==> src/rtl/mips_ctrl_pkg.sv <==
// mips_ctrl_pkg: opcode/funct encodings, FSM states and ALU op classes for the multicycle controller
package mips_ctrl_pkg;
    localparam logic [5:0] OP_R    = 6'b000000;
    localparam logic [5:0] OP_LW   = 6'b100011;
    localparam logic [5:0] OP_SW   = 6'b101011;
    localparam logic [5:0] OP_BEQ  = 6'b000100;
    localparam logic [5:0] OP_BNE  = 6'b000101;
    localparam logic [5:0] OP_ADDI = 6'b001000;
    localparam logic [5:0] OP_ORI  = 6'b001101;
    localparam logic [5:0] OP_J    = 6'b000010;
    localparam logic [5:0] F_ADD = 6'b100000;
    localparam logic [5:0] F_SUB = 6'b100010;
    localparam logic [5:0] F_AND = 6'b100100;
    localparam logic [5:0] F_OR  = 6'b100101;
    localparam logic [5:0] F_SLT = 6'b101010;
    localparam logic [2:0] ALU_ADD = 3'b010;
    localparam logic [2:0] ALU_SUB = 3'b110;
    localparam logic [2:0] ALU_AND = 3'b000;
    localparam logic [2:0] ALU_OR  = 3'b001;
    localparam logic [2:0] ALU_SLT = 3'b111;
    typedef enum logic [3:0] {
        S_FETCH, S_DECODE, S_MEMADR, S_MEMRD, S_MEMWB, S_MEMWR, S_EXEC,
        S_ALUWB, S_BRANCH, S_ADDIEX, S_ORIEX, S_IMMWB, S_JUMP
    } state_t;
    typedef enum logic [1:0] {AOP_ADD, AOP_SUB, AOP_FUNCT, AOP_OR} aluop_t;
endpackage

==> src/rtl/aludec.sv <==
// aludec: maps ALU op class and R-type funct to the ALU control code
module aludec
    import mips_ctrl_pkg::*;
(
    input  logic [5:0] funct,
    input  aluop_t     aluop,
    output logic [2:0] alucontrol,
    output logic       bad_funct
);
    logic [2:0] w_rtype;
    logic       w_known;
    always_comb begin
        w_rtype = ALU_ADD;
        w_known = 1'b1;
        case (funct)
            F_ADD:   w_rtype = ALU_ADD;
            F_SUB:   w_rtype = ALU_SUB;
            F_AND:   w_rtype = ALU_AND;
            F_OR:    w_rtype = ALU_OR;
            F_SLT:   w_rtype = ALU_SLT;
            default: w_known = 1'b0;
        endcase
        alucontrol = aluop == AOP_ADD ? ALU_ADD :
                     aluop == AOP_SUB ? ALU_SUB :
                     aluop == AOP_OR  ? ALU_OR  : w_rtype;
        bad_funct  = aluop == AOP_FUNCT && !w_known;
    end
endmodule

==> src/rtl/multicycle_controller.sv <==
// multicycle_controller: Moore FSM sequencing the multicycle MIPS datapath, with memory
// wait-state handshake, illegal-op flag and a retired-instruction counter.
module multicycle_controller
    import mips_ctrl_pkg::*;
#(
    parameter bit EN_BNE   = 1'b1,
    parameter bit EN_ORI   = 1'b1,
    parameter bit MEM_WAIT = 1'b1,
    parameter int CNT_W    = 32
) (
    input  logic             clk,
    input  logic             reset_n,
    input  logic [5:0]       op,
    input  logic [5:0]       funct,
    input  logic             zero,
    input  logic             mem_ready,
    output logic             mem_req,
    output logic             iord,
    output logic             memwrite,
    output logic             irwrite,
    output logic             pcen,
    output logic [1:0]       pcsrc,
    output logic             alusrca,
    output logic [1:0]       alusrcb,
    output logic             imm_zext,
    output logic             regdst,
    output logic             memtoreg,
    output logic             regwrite,
    output logic [2:0]       alucontrol,
    output logic             illegal_op,
    output logic [CNT_W-1:0] instr_count
);
    state_t           r_state, w_next, w_dispatch;
    aluop_t           w_aluop;
    logic [CNT_W-1:0] r_count;
    logic             w_ready, w_bad_funct, w_retire;
    logic             w_memwrite, w_irwrite, w_pcen, w_regwrite;

    // only consulted in states that hold mem_req, so a stray ready is ignored
    assign w_ready = mem_ready || !MEM_WAIT;

    aludec u_aludec (
        .funct      (funct),
        .aluop      (w_aluop),
        .alucontrol (alucontrol),
        .bad_funct  (w_bad_funct)
    );

    always_comb begin
        w_dispatch = S_FETCH;
        case (op)
            OP_LW, OP_SW: w_dispatch = S_MEMADR;
            OP_R:         w_dispatch = S_EXEC;
            OP_BEQ:       w_dispatch = S_BRANCH;
            OP_BNE:       w_dispatch = EN_BNE ? S_BRANCH : S_FETCH;
            OP_ADDI:      w_dispatch = S_ADDIEX;
            OP_ORI:       w_dispatch = EN_ORI ? S_ORIEX : S_FETCH;
            OP_J:         w_dispatch = S_JUMP;
            default:      w_dispatch = S_FETCH;
        endcase
    end

    always_comb begin
        w_next     = r_state;
        mem_req    = 1'b0;
        iord       = 1'b0;
        w_memwrite = 1'b0;
        w_irwrite  = 1'b0;
        w_pcen     = 1'b0;
        pcsrc      = 2'b00;
        alusrca    = 1'b0;
        alusrcb    = 2'b00;
        imm_zext   = 1'b0;
        regdst     = 1'b0;
        memtoreg   = 1'b0;
        w_regwrite = 1'b0;
        w_aluop    = AOP_ADD;
        illegal_op = 1'b0;
        case (r_state)
            S_FETCH: begin
                mem_req   = 1'b1;
                alusrcb   = 2'b01;
                w_irwrite = w_ready;
                w_pcen    = w_ready;
                w_next    = w_ready ? S_DECODE : S_FETCH;
            end
            S_DECODE: begin
                alusrcb    = 2'b11;
                illegal_op = w_dispatch == S_FETCH;
                w_next     = w_dispatch;
            end
            S_MEMADR: begin
                alusrca = 1'b1;
                alusrcb = 2'b10;
                w_next  = op == OP_SW ? S_MEMWR : S_MEMRD;
            end
            S_MEMRD: begin
                mem_req = 1'b1;
                iord    = 1'b1;
                w_next  = w_ready ? S_MEMWB : S_MEMRD;
            end
            S_MEMWB: begin
                w_regwrite = 1'b1;
                memtoreg   = 1'b1;
                w_next     = S_FETCH;
            end
            S_MEMWR: begin
                mem_req    = 1'b1;
                iord       = 1'b1;
                w_memwrite = 1'b1;
                w_next     = w_ready ? S_FETCH : S_MEMWR;
            end
            S_EXEC: begin
                alusrca    = 1'b1;
                w_aluop    = AOP_FUNCT;
                illegal_op = w_bad_funct;
                w_next     = S_ALUWB;
            end
            S_ALUWB: begin
                w_regwrite = 1'b1;
                regdst     = 1'b1;
                w_next     = S_FETCH;
            end
            S_BRANCH: begin
                alusrca = 1'b1;
                w_aluop = AOP_SUB;
                pcsrc   = 2'b01;
                w_pcen  = op == OP_BEQ ? zero : (EN_BNE && op == OP_BNE && !zero);
                w_next  = S_FETCH;
            end
            S_ADDIEX, S_ORIEX: begin
                alusrca  = 1'b1;
                alusrcb  = 2'b10;
                w_aluop  = r_state == S_ORIEX ? AOP_OR : AOP_ADD;
                imm_zext = r_state == S_ORIEX;
                w_next   = S_IMMWB;
            end
            S_IMMWB: begin
                w_regwrite = 1'b1;
                imm_zext   = op == OP_ORI;
                w_next     = S_FETCH;
            end
            S_JUMP: begin
                pcsrc  = 2'b10;
                w_pcen = 1'b1;
                w_next = S_FETCH;
            end
            default: w_next = S_FETCH;
        endcase
    end

    // write strobes are forced low the moment reset asserts, even mid-handshake
    assign memwrite = w_memwrite && reset_n;
    assign irwrite  = w_irwrite && reset_n;
    assign pcen     = w_pcen && reset_n;
    assign regwrite = w_regwrite && reset_n;

    assign w_retire    = w_next == S_FETCH && r_state != S_FETCH && r_state != S_DECODE;
    assign instr_count = r_count;

    always_ff @(posedge clk or negedge reset_n) begin
        if (!reset_n) begin
            r_state <= S_FETCH;
            r_count <= '0;
        end else begin
            r_state <= w_next;
            if (w_retire) r_count <= r_count + CNT_W'(1);
        end
    end
endmodule
==> config.mk <==
export PLATFORM = sky130hd
export DESIGN_NAME = multicycle_controller
export DESIGN_NICKNAME = d
export VERILOG_FILES = /design/src/rtl/mips_ctrl_pkg.sv /design/src/rtl/aludec.sv /design/src/rtl/multicycle_controller.sv
export SDC_FILE = /design/constraint.sdc
export NUM_CORES = 1
export LEC_CHECK = 0
export BUFFER_PORTS_ARGS = -buffer_cell sky130_fd_sc_hd__buf_2
export CELL_PAD_IN_SITES_DETAIL_PLACEMENT = 0
export CELL_PAD_IN_SITES_GLOBAL_PLACEMENT = 1
export CORE_MARGIN = 5
export CORE_UTILIZATION = 35
export DETAILED_ROUTE_END_ITERATION = 6
export PLACE_DENSITY = 0.82
export SYNTH_ARGS = -nofsm -noshare
export SYNTH_HDL_FRONTEND = slang
export SYNTH_SLANG_ARGS = --single-unit
==> constraint.sdc <==
create_clock -name clk -period 1.9 [get_ports clk]
set_input_delay 0 -clock clk [delete_from_list [all_inputs] [get_ports clk]]
set_output_delay 0 -clock clk [all_outputs]
set_load 0.01 [all_outputs]
==> run summary <==
Outcome - finished, violations left
Failing checks - negative setup slack
Share of the synthesized area in the top cell type - 0.396
Worst Hold Class - in -> async
CTS H-Tree Depth - 2
WL/cell - 14.2 µm
Hold Vio Cnt, Final - 0
First-pass GRT wire length - 10.3 mm
Distinct cells, synth - 49
Total CTS buffers - 5
Power per standard cell area - 1190 nW/µm²
Area leader, netlist - dfrtp_1
Area contributors post-synth - dfrtp_1 40%, xnor2_1 7.3%, xor2_1 5.8%
Die H - 90.6 µm
Row count - 29
Critical Path RT - 2.06 ns
Non-Filler Instances - 438
Setup Crit Path Kind - reg -> reg
VDD IR-drop max - 0.788 mV
Ant. Diodes - 0
Core area - 6350 µm²
CP startpoint - r_state[1]
Worst reg2reg startpoint - r_state[1]
Area post-placement - 2920 µm²
Critical path, cell by cell - nand4bb_1 > a31oi_1 > a311oi_4 > buf_4 > nand3_4 > buf_6 > mux2_2
Initial core utilization - 0.358
Final Wtd Congestion - 0.831
Post-Syn Area - 2270 µm²
Total track usage - 0.148
Syn_area_per_cell - 9.28 µm²
Period minus WS final - 1.97 ns
Switching fraction of total power - 0.400
Post-synthesis sequential area ratio - 0.396
Ys Warns - 0
CP Capture Type - register
R2R Path End - instr_count[1]
Final-stage net count - 378
P_sw - 1.57 mW
Top_reg_cell synth - dfrtp_1
Max-Cap Viols - 0
P&R area growth vs syn - 45.3%
Final period utilization - 1.04
Clock Power Share - 0.128
Setup TNS - -0.398 ns
Initial antenna violation count - 0
Pwr Total - 3.94 mW
Post-synth EDFFs - 0
Buffers on Ports - 65
Normalized max-slew margin - 0.679
Gate Count Post-Synth - 245
Part of the power in registers - 0.267
F_max - 507 MHz
Pleak - 1.67 nW
Crit-path slowest cell - dfrtp_2
Die area - 8210 µm²
Crit path DAT - 2.14 ns
Vias per cell - 5.08
Wirelength, routed - 6.21 mm
Vias - 2227
Final setup margin - -0.0740 ns
Pre-antenna DRT Iters - 4
CP startpoint kind - register
Yosys reg bits - 36
Unrepaired setup endpoints after global routing - true
Die Wd - 90.6 µm
DRT antenna net count - 0
Overflow after GRT - 0
Endpoints failing setup - 12
Clock skew - 0.0104 ns
R2R Setup Slk - -0.07 ns
Clock sink total - 36
CTS tree - done
Post-Layout Inst Area - 3300 µm²
Vias in the first global route - 2197
Layout cell share with drive strength beyond 1 - 0.457
Post-synthesis async set-or-reset flop share - 1.00
I/O pins - 66
Clock tree buffer depth - 2
Max incr delay on CP - 0.48 ns
Logic gate share of total power - 0.605
Latest clock arrival within the worst-skew pair - 0.28 ns
Max Transition Viols Final - 0
CP max FO - 8
Worst-Margin Slew - 0.477 ns
Placed insts - 416
Iter 0 DRT Violations - 102
Worst-path clk slew - 0.07 ns
Largest net degree at the start of global routing - 24
Root buffer cell - clkbuf_8
Syn nets - 262
DRC - 0
R2R cell count - 7
Post-DP HPWL - 4.62 mm
Int Pwr - 2.36 mW
==> state kept, by name, indices dropped and copies added, names as in the netlist <==
name	cells
r_state	4
instr_count	32
==> cell usage after synthesis (3+ instances only) <==
cell	count
dfrtp_1	36
and3_1	8
nand2_1	18
nor3_2	6
nand2b_1	4
xor2_1	15
buf_4	4
nor3_1	13
xnor2_1	19
and4_1	8
inv_1	12
nand4_1	6
a21oi_1	8
clkbuf_1	3
o21ai_0	5
a31oi_1	3
nor2_1	26
nand3_1	14
==> power groups by stage <==
stage	registers, mW	logic (mW)	clock network [mW]
2_1_floorplan	0.995	1.08	0
3_3_place_gp	1.04	1.82	0
3_5_place_dp	1.05	1.85	0
4_1_cts	1.05	2.23	0.524
5_1_grt	1.07	2.57	0.553
6_report	1.05	2.38	0.503
==> worst max-delay path: cells and delay by family (launching register included) <==
family / cells / cell delay [ns]
AND/OR/NAND/NOR: 2 / 0.39
multiplexers: 1 / 0.33
AO/OA/AOI/OAI: 2 / 0.34
flip-flops: 1 / 0.48
buffers and inverters: 2 / 0.31
==> layout by cell type, fill, tap and decap left out, types with 3 or more instances in the layout <==
| cell type | instances |
|---|---|
| and3_1 | 7 |
| nand4_1 | 6 |
| o21ai_0 | 3 |
| clkbuf_8 | 5 |
| xnor2_1 | 19 |
| a31oi_1 | 3 |
| buf_2 | 65 |
| nand2_1 | 18 |
| nor2_2 | 7 |
| dfrtp_1 | 32 |
| nand3_1 | 14 |
| buf_6 | 9 |
| nor3_1 | 11 |
| and4_1 | 6 |
| xor2_1 | 15 |
| nor2_1 | 16 |
| nand2b_1 | 3 |
| buf_4 | 44 |
| nor2_4 | 3 |
| dfrtp_2 | 4 |
| inv_1 | 11 |
| a21oi_1 | 7 |
| nor3_4 | 6 |
==> worst max-delay path by stage <==
stage | slack, ns | cells past startpoint | end
3_5_place_dp | -0.15 | 9 | instr_count[31]
4_1_cts | -0.05 | 9 | instr_count[16]
5_1_grt | -0.14 | 9 | instr_count[16]
6_report | -0.07 | 7 | instr_count[1]
3_3_place_gp | -0.07 | 8 | instr_count[24]
2_1_floorplan | 0.04 | 8 | instr_count[24]
==> cell type report <==
| type | instances | area (µm²) |
|---|---|---|
| well taps | 77 | 96.3 |
| fillers | 596 | 3050 |
| repair buffers | 119 | 767 |
| clock buffers | 6 | 72.6 |
| multi-input cells | 187 | 1410 |
| clock inverters | 1 | 5.00 |
| flip-flops and latches | 36 | 906 |
| inverters | 12 | 45.0 |
==> stage by stage <==
stage	setup slack, ns	utilization	hold slack, ns
4_1_cts	-0.0493	0.504	0.183
3_5_place_dp	-0.150	0.460	-0.0460
5_1_grt	-0.136	0.520	0.210
6_report	-0.0740	0.520	0.175
2_1_floorplan	0.0436	-	-0.296
3_3_place_gp	-0.0736	0.460	-0.0508
==> routing by layer <==
metal	wire length [µm]	vias to the layer above	track usage
met1	2790	1086	0.195
met3	233	5	0.0283
met5	0	-	0
met2	3130	37	0.247
met4	63	0	0.0409
li1	-	1099	-
==> cells by family (layout without fill, tap and decap cells) <==
family	Yosys count	count (layout)	synth area share
AO/OA/AOI/OAI	31	31	0.105
XOR/XNOR	34	34	0.131
adder cells (fa/ha/maj)	1	1	0.00550
buffers and inverters	22	138	0.0501
flip-flops	36	36	0.396
multiplexers	1	1	0.00495
AND/OR/NAND/NOR	120	120	0.307
==> repair_timing <==
action / CTS / global route
hold endpoints to repair: 13 / 0
buffers inserted: 11 / 2
gates cloned: 1 / 0
endpoints found under the setup margin: 30 / 30
resized for setup: 30 / 20
hold buffers: 1 / 0
pin swaps: 9 / 13
No activity file was read; power rests on OpenSTA's default activity.
